<file path="config.mk">
export PLATFORM = sky130hd
export DESIGN_NAME = tick_generator
export DESIGN_NICKNAME = d
export VERILOG_FILES = /design/src/rtl/tick_generator.sv
export SDC_FILE = /design/constraint.sdc
export NUM_CORES = 1
export LEC_CHECK = 0
export CORE_MARGIN = 2
export CORE_UTILIZATION = 42
export DETAILED_ROUTE_END_ITERATION = 6
export PLACE_DENSITY_LB_ADDON = 0.3
export SETUP_SLACK_MARGIN = 0.4
export SLEW_MARGIN = 10
export SYNTH_ARGS = -nofsm -noshare
export SYNTH_HDL_FRONTEND = slang
export SYNTH_SLANG_ARGS = --single-unit
</file>
<file path="constraint.sdc">
create_clock -name clk -period 6.3 [get_ports clk]
set_clock_uncertainty 0.05 [all_clocks]
set_input_delay 1.26 -clock clk [delete_from_list [all_inputs] [get_ports clk]]
set_output_delay 1.26 -clock clk [all_outputs]
set_load 0.02 [all_outputs]
</file>
<file path="src/rtl/tick_generator.sv">
// Programmable square-wave generator: 50% duty output with a glitch-free
// half-period update path and a wrapping count of completed periods.
module tick_generator #(
  parameter int HALF_W       = 17,
  parameter int HALF_DEFAULT = 50000,
  parameter int CNT_W        = 16
) (
  input  logic              clk,
  input  logic              rst_n,
  input  logic              enable,
  input  logic              cfg_valid,
  input  logic [HALF_W-1:0] cfg_half,
  output logic              cfg_ready,
  output logic              signalOut,
  output logic              period_tick,
  output logic              busy,
  output logic [CNT_W-1:0]  period_count
);

  typedef enum logic [1:0] {
    ST_IDLE = 2'd0,
    ST_HIGH = 2'd1,
    ST_LOW  = 2'd2
  } state_t;

  localparam logic [HALF_W-1:0] HALF_RST = HALF_W'(HALF_DEFAULT);
  localparam logic [HALF_W-1:0] HALF_ONE = HALF_W'(1);
  localparam logic [HALF_W-1:0] HALF_ZERO = '0;

  state_t             state_q, state_d;
  logic [HALF_W-1:0]  cnt_q, cnt_d;
  logic [HALF_W-1:0]  act_half_q, act_half_d;
  logic [HALF_W-1:0]  pend_half_q, pend_half_d;
  logic               pend_v_q, pend_v_d;
  logic               signal_out_q, signal_out_d;
  logic               period_tick_q, period_tick_d;
  logic [CNT_W-1:0]   period_count_q, period_count_d;

  logic               cfg_fire;
  logic               apply_pend;
  logic [HALF_W-1:0]  start_half;

  // A phase of H cycles is counted as H-1 down to 0.
  assign cfg_fire   = cfg_valid && !pend_v_q;
  assign start_half = pend_v_q ? pend_half_q : act_half_q;

  always_comb begin
    state_d        = state_q;
    cnt_d          = cnt_q;
    act_half_d     = act_half_q;
    pend_half_d    = pend_half_q;
    pend_v_d       = pend_v_q;
    signal_out_d   = signal_out_q;
    period_tick_d  = 1'b0;
    period_count_d = period_count_q;
    apply_pend     = 1'b0;

    case (state_q)
      ST_IDLE: begin
        signal_out_d = 1'b0;
        if (enable) begin
          state_d      = ST_HIGH;
          signal_out_d = 1'b1;
          cnt_d        = start_half - HALF_ONE;
          apply_pend   = 1'b1;
        end
      end

      ST_HIGH: begin
        if (cnt_q == HALF_ZERO) begin
          state_d      = ST_LOW;
          signal_out_d = 1'b0;
          cnt_d        = act_half_q - HALF_ONE;
        end else begin
          cnt_d = cnt_q - HALF_ONE;
        end
      end

      ST_LOW: begin
        if (cnt_q == HALF_ZERO) begin
          period_tick_d  = 1'b1;
          period_count_d = period_count_q + CNT_W'(1);
          // Only a period boundary may stop the wave, so no period is ever cut short.
          if (enable) begin
            state_d      = ST_HIGH;
            signal_out_d = 1'b1;
            cnt_d        = start_half - HALF_ONE;
            apply_pend   = 1'b1;
          end else begin
            state_d      = ST_IDLE;
            signal_out_d = 1'b0;
          end
        end else begin
          cnt_d = cnt_q - HALF_ONE;
        end
      end

      default: begin
        state_d      = ST_IDLE;
        signal_out_d = 1'b0;
      end
    endcase

    if (apply_pend && pend_v_q) begin
      act_half_d = pend_half_q;
      pend_v_d   = 1'b0;
    end

    // A capture on an apply edge lands in pend and waits for the next boundary.
    if (cfg_fire) begin
      pend_half_d = (cfg_half == HALF_ZERO) ? HALF_ONE : cfg_half;
      pend_v_d    = 1'b1;
    end
  end

  always_ff @(posedge clk or negedge rst_n) begin
    if (!rst_n) begin
      state_q        <= ST_IDLE;
      cnt_q          <= '0;
      act_half_q     <= HALF_RST;
      pend_half_q    <= HALF_RST;
      pend_v_q       <= 1'b0;
      signal_out_q   <= 1'b0;
      period_tick_q  <= 1'b0;
      period_count_q <= '0;
    end else begin
      state_q        <= state_d;
      cnt_q          <= cnt_d;
      act_half_q     <= act_half_d;
      pend_half_q    <= pend_half_d;
      pend_v_q       <= pend_v_d;
      signal_out_q   <= signal_out_d;
      period_tick_q  <= period_tick_d;
      period_count_q <= period_count_d;
    end
  end

  assign cfg_ready    = ~pend_v_q;
  assign signalOut    = signal_out_q;
  assign period_tick  = period_tick_q;
  assign busy         = (state_q != ST_IDLE);
  assign period_count = period_count_q;

endmodule

</file>
# Word level (Yosys, flattened, before mapping)
# Cells that the tools add are included.
# word_totals
reg_bits	72
memories	0
out_inout_bits	20
ramBits	0
latchBits	0
elab_cells	51
mem_bits_ro	0
# classes
n_eq_ne	5
order_cmp	0
n_addsub	4
n_reduce_logical	12
muxes	21
bitwise_logic	1
shifts	0
div	0
multipliers	0
# ops
op	count
two-way mux 17 bit	5
one-hot mux 17 bit (3 select lines)	1
subtractor 17 x 1 -> 17 bit (second input constant)	3
zero test 17 bit	2
adder 16 x 1 -> 16 bit (second input constant)	1
two-way mux 1 bit	9
two-way mux 2 bit	3
!= test 2 bit (second input constant)	3
one-hot mux 2 bit (3 select lines)	1
AND reduction 2 bit	2
nonzero test 2 bit	2
one-hot mux 1 bit (3 select lines)	1
AND reduction 3 bit	1
nonzero test 3 bit	1
== test 2 x 1 -> 1 bit (second input constant)	1
== test 2 bit (second input constant)	1
logical AND 1 bit	2
zero test 2 bit	1
one-hot mux 1 bit (2 select lines)	1
zero test 1 bit	1
NOT 1 bit	1

# Longest topological paths before layout
# Gate-level depths: netlist of the first run.
# logic_depth
word_depth	6
ltp_mapped	11
ltp_nobuf	8

# Least setup slack after synthesis of the first run
# No wires, ideal clock.
# synth_timing
path_kind	register to register
from	reg pend_v_q
to	reg cnt_q[8]
n_path_buf	3
slack_ns	3.048
stages_incl_launch_ff	12
synth_period_minus_slack_ns	3.252
setup_time_ns	0.135
arrival_time_ns	3.067
cell_sequence	dfrtp_1 clkbuf_1 buf_1 clkbuf_1 mux2i_1 ha_1 nor4bb_1 a31oi_1 or3_1 xnor2_1 o211ai_1 nand4_1
# synth_via
elab_chain_cells	5
# synth_lines
item	line_no	source
start, declared	34	logic pend_v_q, pend_v_d;
start signal, assigned	131	pend_v_q <= pend_v_d;
two-way mux 17 bit (*)	45	assign start_half = pend_v_q ? pend_half_q : act_half_q;
subtractor 17 x 1 -> 17 bit (*)	64, 87	
two-way mux 17 bit (*)	61, 84	
two-way mux 17 bit	80	if (cnt_q == HALF_ZERO) begin
one-hot mux 17 bit (3 select lines) (*)	58	case (state_q)
end signal, assigned	128	cnt_q <= cnt_d;
end, declared	31	logic [HALF_W-1:0] cnt_q, cnt_d;
# Mark *: on every way between the ends. The rest lies on a longest branch, timed or not.
# A chain may end at the register's enable or synchronous reset.

# Final worst setup path of the first run
# layout_timing
from	reg state_q[0]
to	out busy
# layout_via
elab_chain_cells	1
# layout_lines
item	line_no	source
start, declared	30	state_t state_q, state_d;
start signal, assigned	127	state_q <= state_d;
nonzero test 2 bit	141	assign busy = (state_q != ST_IDLE);
end, declared	16	output logic busy,
# Every way passes these cells.

==> results.toml, run 1 <==
[sta]
setup_tns_ps = 0
layout_min_cycle_time_ps = 3150
setup-violations-final = 0
maxSlewHeadroom_pct = 38.6
fin_crit_sh_pct = 49.9
rsz0062_at_grt = "no"
setup_ws_ps = 3150
finalHoldViolations = 0
tightest_slew_ps = 913
drv_slew = 0
hold_slack_ps = 436
max_freq_mhz = 318

[placement]
portBuffers = 40
post-place-ws_ps = 3250
dpl_cell_area_sq_um = 4920
gp_congestion = 0.918
dp.cells = 597
dp_hpwl_mm = 7.36

[synthesis]
ys.flop_type = "dfrtp_1"
syn_inst = 434
async_flop_share_pct = 100
ys_types = 61
synth_seq_cells = 72
synth_fp_nets = 464
synth_edf_count = 0
seq_area_frac_synth_pct = 41.2
syn_area_per_cell_sq_um = 10.2
syn_area_sq_um = 4410
ys_warn_count = 0

[global_routing]
grt_max_degree = 73
antenna_found_initial = 0
grt_remaining_overflow = 0
first_global_vias = 3406
grtUsageTotal_pct = 18.8
grt_pass1_wl_mm = 17.0

[setup_path]
crit_chain = "inv_1, ha_1, inv_1, clkdlybuf4s50_1"
rr_endpoint = "act_half_q[11]"
worstPathArrival_ps = 1840
cp-startpoint = "state_q[0]"
cp-start-kind = "flop"
end_kind = "primary output"
r2r_cells = 7
path_delay_family = "buffers and inverters"
reg2reg_from = "cnt_q[0]"
path_max_fanout = 5
path_buf_inv = 3
worst-setup-path-type = "reg -> out"
r2r_setup_slack_ps = 3260
worst_path_max_delay_cell = "clkdlybuf4s50_1"
worstPathRequired_ps = 4990
cp.depth = 4
worst_path_most_repeated_cell = "inv_1"
max_stage_delay_ps = 610
crit_end = "busy"

[final_layout]
insertedDiodeCount = 0
design_area_sq_um = 5130
finalNonFillerCells = 613
nNetsFinal = 502
nFillCells = 955
area_growth_pct = 16.4
post_route_cells_drive_above_1_share_pct = 14.7

[clock_tree]
htree_levels = 3
clkSlewWorstSetupHoldPaths_ps = 70
clockBufferDepth = 2
cts_resized = 0
clock_sinks = 72
cts_hold_buf = 0
numCtsBuffers = 9
cts_setup_buffers = 0
root_buffer = "clkbuf_8"
clk_latency_ps = 350
cts_tree = "built"

[routing]
wire_per_inst_microns = 16.5
drc = 0
drt_iter0_drc = 192
drtPass1Iterations = 5
num_vias = 3543
top_layer = "met4"
wl_met1_mm = 4.91
drtAntennaViolNets = 0
wl_mm = 10.1
via_per_inst = 5.78
route.met3.wl_microns = 436
wl_met2_mm = 4.53

[floorplanning]
die_area_sq_um = 11300
start_util_pct = 42.9
rows = 37
top_level_ports = 41
fp.dieH_microns = 106
die_w_microns = 106
core_area_sq_um = 10300

[min_path]
hold_path_class = "reg -> reg"

[pwr]
power_density_nw_per_um2 = 469
share_comb_of_total_power_pct = 45.9
p_int_mw = 1.42
p_clk_share_pct = 16.6
ir_worst_vdd_uv = 255
p_sw_mw = 0.991
power_frac_seq_pct = 37.5
p_leak_nw = 2.12
p_sw_share_pct = 41.2

[status]
outcome = "completed"

[job]
drv_cap = 0
[registers in the layout (all words and copies together), names as in the netlist]
name          cells
period_tick       1
signalOut         1
act_half_q       17
cnt_q            17
pend_half_q      17
period_count     16
state_q           2
pend_v_q          1
[Yosys cell counts (2+ instances only)]
master,number,area [sq um]
a222oi_1,4,40.0
nor4b_1,3,26.3
nor3b_1,3,22.5
dfrtp_1,60,1500
mux2i_1,12,120
and2_1,2,12.5
nand4b_1,2,17.5
buf_1,2,7.51
nand3_1,8,40.0
a221oi_1,2,17.5
nor2_1,26,97.6
nor2b_1,4,25.0
xor2_1,19,166
and3_1,7,43.8
nand2b_1,4,25.0
mux2_4,10,150
o21ai_0,14,70.1
a22oi_1,10,75.1
nor4_1,14,87.6
and4_1,2,17.5
nand2_1,35,131
a221o_1,2,20.0
nand4_1,7,43.8
ha_1,9,113
inv_1,16,60.1
o31ai_1,4,30.0
or2_2,3,18.8
a211oi_1,3,22.5
o22ai_1,11,68.8
a21oi_1,5,25.0
xnor2_1,31,272
mux2_2,20,225
nor3_1,14,70.1
a31oi_1,2,12.5
clkbuf_1,9,33.8
or4b_2,2,20.0
buf_2,4,20.0
mux2_1,5,56.3
dfstp_2,12,315
or3_1,5,31.3
or4_1,5,37.5
o211ai_1,3,22.5
[worst register-to-register path, cell delays in order (launching register included)]
cell and delay, ps:
dfrtp_1 410, inv_1 70, ha_1 210, or4b_2 640, nor4_4 360, and2_1 410, o211a_4 420, mux2_1 360
[routing by layer]
layer	vias up	global-route usage, %
met3	17	2.58
li1	1687	-
met2	105	27.8
met1	1734	27.3
met4	0	8.72
met5	-	0
[placed cells by master, fill, tap and decap left out, drive strengths merged, types with 3 or more instances in the layout]
master | synthesis | routed
inv | 16 | 16
or4 | 5 | 5
mux2i | 12 | 12
clkbuf | 9 | 13
nand4 | 8 | 8
a21oi | 5 | 5
a211oi | 3 | 3
nand2b | 4 | 4
a222oi | 4 | 4
nor4b | 3 | 3
o22ai | 11 | 11
or2 | 3 | 3
and3 | 7 | 7
o211ai | 3 | 3
o21ai | 14 | 14
xnor2 | 31 | 31
nor2 | 26 | 26
o31ai | 4 | 4
clkdlybuf4s50 | 0 | 39
mux2 | 35 | 35
nor2b | 4 | 4
or3 | 5 | 5
nand3 | 8 | 8
dfstp | 12 | 12
nand2 | 35 | 35
a22oi | 10 | 10
buf | 9 | 6
nor4 | 15 | 15
xor2 | 19 | 19
nor3b | 3 | 3
dfrtp | 60 | 60
nor3 | 14 | 14
ha | 9 | 9
[power groups by stage]
stage	registers, mW	clock network (mW)	logic (mW)
after detailed placement	0.906	0	1.09
after CTS	0.897	0.409	1.10
after global placement	0.897	0	1.08
final	0.903	0.399	1.10
after global routing	0.937	0.429	1.21
after floorplan	0.825	0	0.883
[metrics by stage]
stage / util, % / total power, mW
6_report: 49.9 / 2.41
5_1_grt: 49.9 / 2.57
4_1_cts: 49.9 / 2.40
3_3_place_gp: 47.8 / 1.97
2_1_floorplan: - / 1.71
3_5_place_dp: 47.8 / 1.99
[layout make-up]
cell class | instances | area [sq um] | share of cell area, %
multi-input cells | 328 | 2440 | 47.5
inverters | 16 | 60.1 | 1.17
repair buffers | 45 | 433 | 8.44
clock inverters | 3 | 65.1 | 1.27
clock buffers | 13 | 149 | 2.90
well taps | 136 | 170 | 3.32
flip-flops and latches | 72 | 1820 | 35.4
[worst min-delay path by stage]
stage | cells past startpoint | start | endpoint
2_1_floorplan | 2 | pend_half_q[1] | act_half_q[1]
3_3_place_gp | 2 | signalOut | signalOut
3_5_place_dp | 1 | period_count[15] | period_count[15]
4_1_cts | 1 | period_count[10] | period_count[10]
5_1_grt | 1 | period_count[10] | period_count[10]
6_report | 1 | period_count[15] | period_count[15]
[cell families after synthesis]
logic type	share of synthesized area (%)
fa+ha+maj	2.55
xor+xnor	9.93
buf+inv	3.52
simple gates	18.6
compound gates	11.7
mux	12.5
flops	41.2
Note: power is estimated with default switching activity, not from simulation.
==> inputs of run 2 (changes only) <==
==> constraint.sdc (replaced) <==
create_clock -name clk -period 2.92 [get_ports clk]
set_clock_uncertainty 0.05 [all_clocks]
set_input_delay 0.584 -clock clk [delete_from_list [all_inputs] [get_ports clk]]
set_output_delay 0.584 -clock clk [all_outputs]
set_load 0.02 [all_outputs]
==> run 2 against run 1 <==
Worst hold slack got worse by 230 ps. Count of clock-buffer cells in the layout increased by 1. Sequential share of layout area decreased by 2.0 points. Power increased by 130%. Register-to-register slack got worse by 2800 ps. Utilization increased by 3.0 points. First-iteration DRC count increased by 13%. Critical endpoint is now act_half_q[14].
==> results.toml, run 2 (synthesis gave the netlist of run 1 again) <==
[sta]
maxSlewHeadroom_pct = 54.9
setup_ws_ps = 419
tightest_slew_ps = 677
max_freq_mhz = 400
fin_crit_sh_pct = 85.7
setup-violations-final = 0
layout_min_cycle_time_ps = 2500
rsz0062_at_grt = "yes"
drv_slew = 0
setup_tns_ps = 0
hold_slack_ps = 208
finalHoldViolations = 0

[final_layout]
design_area_sq_um = 5440
final_common_cell = "dfrtp_1"
utilization_pct = 53.0
top_regs = "act_half_q: 17 flops, cnt_q: 17 flops, pend_half_q: 17 flops"
final_cell_mix = "58 x dfrtp_1, 37 x clkdlybuf4s50_1, 34 x nand2_1, 31 x xnor2_1, 24 x nor2_1"
insertedDiodeCount = 0
nNetsFinal = 517
post_route_cells_drive_above_1_share_pct = 22.8
finalNonFillerCells = 628
area_growth_pct = 23.5

[placement]
dp_hpwl_mm = 7.68
dpl_cell_area_sq_um = 5020
gp_congestion = 0.880
portBuffers = 40
dp.cells = 603
post-place-ws_ps = 131

[floorplanning]
fp.dieH_microns = 106
start_util_pct = 42.9
rows = 37
core_area_sq_um = 10300
die_w_microns = 106
die_area_sq_um = 11300
top_level_ports = 41

[setup_path]
rr_endpoint = "act_half_q[14]"
cp.depth = 5
path_delay_family = "simple AND/OR/NAND/NOR gates"
worst-setup-path-type = "reg -> reg"
path_buf_inv = 0
worst_path_max_delay_cell = "or4_4"
path_max_fanout = 10
max_stage_delay_ps = 580
r2r_setup_slack_ps = 420
worstPathRequired_ps = 3150
cp-startpoint = "cnt_q[11]"
cp-start-kind = "flop"
reg2reg_from = "cnt_q[11]"
crit_chain = "or4_4, nor4_4, and2_4, o211a_2, mux2_1"
worstPathArrival_ps = 2740
r2r_cells = 5
end_kind = "flop"
crit_end = "act_half_q[14]"

[min_path]
hold_path_class = "in -> async"

[clock_tree]
cts_tree = "built"
clock_sinks = 72
clkSlewWorstSetupHoldPaths_ps = 70
numCtsBuffers = 9
clockBufferDepth = 2
root_buffer = "clkbuf_8"
cts_hold_buf = 0
clk_latency_ps = 360
htree_levels = 3

[pwr]
p_leak_nw = 2.27
power_density_nw_per_um2 = 1030
fin_total_pwr_mw = 5.60
ir_worst_vdd_uv = 578

[global_routing]
grt_pass1_wl_mm = 17.3
grt_remaining_overflow = 0
antenna_found_initial = 0
grtUsageTotal_pct = 19.5
first_global_vias = 3484
grt_max_degree = 46

[job]
drv_cap = 0

[routing]
drc = 0
wire_per_inst_microns = 17.3
via_per_inst = 5.82
drt_iter0_drc = 216
drtAntennaViolNets = 0
wl_mm = 10.9
drtPass1Iterations = 5
num_vias = 3652

[status]
outcome = "completed"
run 2: worst min-delay path by stage:
stage	to	slack, ps
5_1_grt	period_count[5]	250
4_1_cts	period_count[1]	230
3_5_place_dp	signalOut	420
3_3_place_gp	signalOut	410
2_1_floorplan	act_half_q[0]	240
6_report	period_count[1]	210
run 2: worst reg2reg max path: stages (launching register included):
cell     delay, ps
dfrtp_2        440
or4_4          580
nor4_4         370
and2_4         240
o211a_2        370
mux2_1         360
run 2: where the power goes:
part / internal, mW / switching [mW]
Combinational: 1.30 / 1.36
Sequential: 1.43 / 0.557
Clock: 0.575 / 0.369
run 2: timing repair:
item                       in CTS  in global routing
resized for setup               8                 21
buffers inserted                2                  5
gates cloned                    1                  1
pin swaps                       1                  3
setup endpoints to repair      45                 43
run 2: cell type report:
cell class                      instances  area [sq um]
Inverter                               16          60.1
Clock inverter                          2          60.1
Clock buffer                           14           183
Multi-Input combinational cell        329          2600
Fill cell                             939          4830
Tap cell                              136           170
Timing Repair Buffer                   59           553
Sequential cell                        72          1820
run 2: per-layer routing:
metal  wire (microns)  GRT usage, %  up-vias
met5                0             0        -
met4              221          9.00        0
met3              563          3.49       21
met2             5010          29.3      124
met1             5060          27.2     1795
li1                 -             -     1712
==> inputs of run 3 (changes only) <==
--- a/config.mk
+++ b/config.mk
@@ -7,7 +7,9 @@
 export LEC_CHECK = 0
 export CORE_MARGIN = 2
 export CORE_UTILIZATION = 42
+export CTS_CLUSTER_DIAMETER = 200
 export DETAILED_ROUTE_END_ITERATION = 6
+export GPL_TIMING_DRIVEN = 0
 export PLACE_DENSITY_LB_ADDON = 0.3
 export SETUP_SLACK_MARGIN = 0.4
 export SLEW_MARGIN = 10
==> run 3 against run 2 <==
Clock power decreased by 13%. Design area increased by 6.3%. First-iteration DRC count increased by 25%. Critical path type unchanged. Sequential cell count unchanged. Sequential power decreased by 2%. Count of clock-buffer cells in the layout decreased by 4. Critical endpoint is now act_half_q[16]. Register-to-register slack got worse by 60 ps. Combinational power increased by 19%. Worst setup slack got worse by 63 ps.
==> results.toml, run 3 (synthesis gave the netlist of run 1 again) <==
[final_layout]
insertedDiodeCount = 0
top_regs = "act_half_q: 17 flops, cnt_q: 17 flops, pend_half_q: 17 flops"
final_common_cell = "dfrtp_1"
nNetsFinal = 548
post_route_cells_drive_above_1_share_pct = 26.8
design_area_sq_um = 5790
final_cell_mix = "59 x dfrtp_1, 37 x clkdlybuf4s50_1, 34 x nand2_1, 31 x xnor2_1, 27 x buf_4"
area_growth_pct = 31.3
multiInputGateArea_sq_um = 2630
nFillCells = 901
finalNonFillerCells = 659
regArea_sq_um = 1820
utilization_pct = 56.3

[setup_path]
worstPathArrival_ps = 2770
r2r_setup_slack_ps = 360
worstPathRequired_ps = 3120
r2r_cells = 9
rr_endpoint = "act_half_q[16]"
worst-setup-path-type = "reg -> reg"
path_max_fanout = 5
cp-start-kind = "flop"
end_kind = "flop"
reg2reg_from = "cnt_q[5]"

[floorplanning]
start_util_pct = 42.9
rows = 37
top_level_ports = 41
die_w_microns = 106
core_area_sq_um = 10300
fp.dieH_microns = 106
die_area_sq_um = 11300

[clock_tree]
htree_levels = 3
clock_sinks = 72
numCtsBuffers = 9
root_buffer = "clkbuf_8"
clkSlewWorstSetupHoldPaths_ps = 80
clk_latency_ps = 370
clockBufferDepth = 2
cts_hold_buf = 0
cts_tree = "built"

[routing]
drtPass1Iterations = 5
wl_mm = 11.6
num_vias = 3828
drtAntennaViolNets = 0
drt_iter0_drc = 269
drc = 0
wire_per_inst_microns = 17.6
via_per_inst = 5.81

[sta]
maxSlewHeadroom_pct = 51.5
setup-violations-final = 0
max_freq_mhz = 390
layout_min_cycle_time_ps = 2560
fin_crit_sh_pct = 87.8
setup_tns_ps = 0
drv_slew = 0
finalHoldViolations = 0
tightest_slew_ps = 726
rsz0062_at_grt = "yes"

[global_routing]
met1_usage_pct = 28.6
grt_max_degree = 52
antenna_found_initial = 0
grt.met3_usage_pct = 4.72
grt_use_met2_pct = 31.4
first_global_vias = 3551
top_usage_layer = "met2"
grt_remaining_overflow = 0
grt_pass1_wl_mm = 18.2
grtUsageTotal_pct = 20.5

[status]
outcome = "completed"

[pwr]
ir_worst_vdd_uv = 503
fin_total_pwr_mw = 5.94
p_leak_nw = 2.44
power_density_nw_per_um2 = 1030

[placement]
gp_congestion = 0.929
portBuffers = 40
dp_hpwl_mm = 7.84
dpl_cell_area_sq_um = 5080
dp.cells = 611

[min_path]
hold_path_class = "in -> async"

[job]
drv_cap = 0
run 3: layout make-up:
class / instances / area share (%)
sequential: 72 / 31.4
multi-input combinational: 328 / 45.5
tap: 136 / 2.94
timing repair buffer: 73 / 12.3
buffer: 18 / 3.31
clock buffer: 10 / 2.38
inverter: 16 / 1.04
clock inverter: 6 / 1.15
run 3: through the flow:
step	setup WS, ps	hold slack, ps
after CTS	308	56.9
after detailed placement	-6.41	407
final	355	57.4
after global placement	-1280	411
after global routing	281	61.4
after floorplan	331	238
run 3: worst max-delay path by stage:
stage,startpoint,end,slack [ps],cells past startpoint
after floorplan,cnt_q[0],act_half_q[10],330,9
after global placement,rst_n,act_half_q[7],-1280,1
after detailed placement,pend_v_q,cnt_q[8],-6,11
after CTS,pend_v_q,cnt_q[8],310,11
after global routing,pend_v_q,cnt_q[8],280,11
final,cnt_q[5],act_half_q[16],360,9
run 3: routing by layer:
layer	wire, microns	share of wire, %
met1	5240	45
met2	5370	46
met3	685	5.9
met4	322	2.8
met5	0	0
run 3: timing repair:
item	in CTS	in global routing
buffers inserted	23	6
gates resized for setup	28	30
pin swaps	9	12
endpoints found under the setup margin	48	37
cloned	1	2
endpoints found under the hold margin	0	0
run 3: worst max-delay path, cell delays in order (launching register included):
cell and delay [ps]:
dfrtp_1 380, or4_4 530, buf_6 150, nor4_4 310
and2_1 190, buf_6 110, o211a_4 200, buf_6 110
buf_12 120, mux2_4 300
run 3: where the power goes:
part / switching [mW] / internal [mW]
clock network: 0.400 / 0.420
logic: 1.55 / 1.61
registers: 0.520 / 1.43
total: 2.48 / 3.46
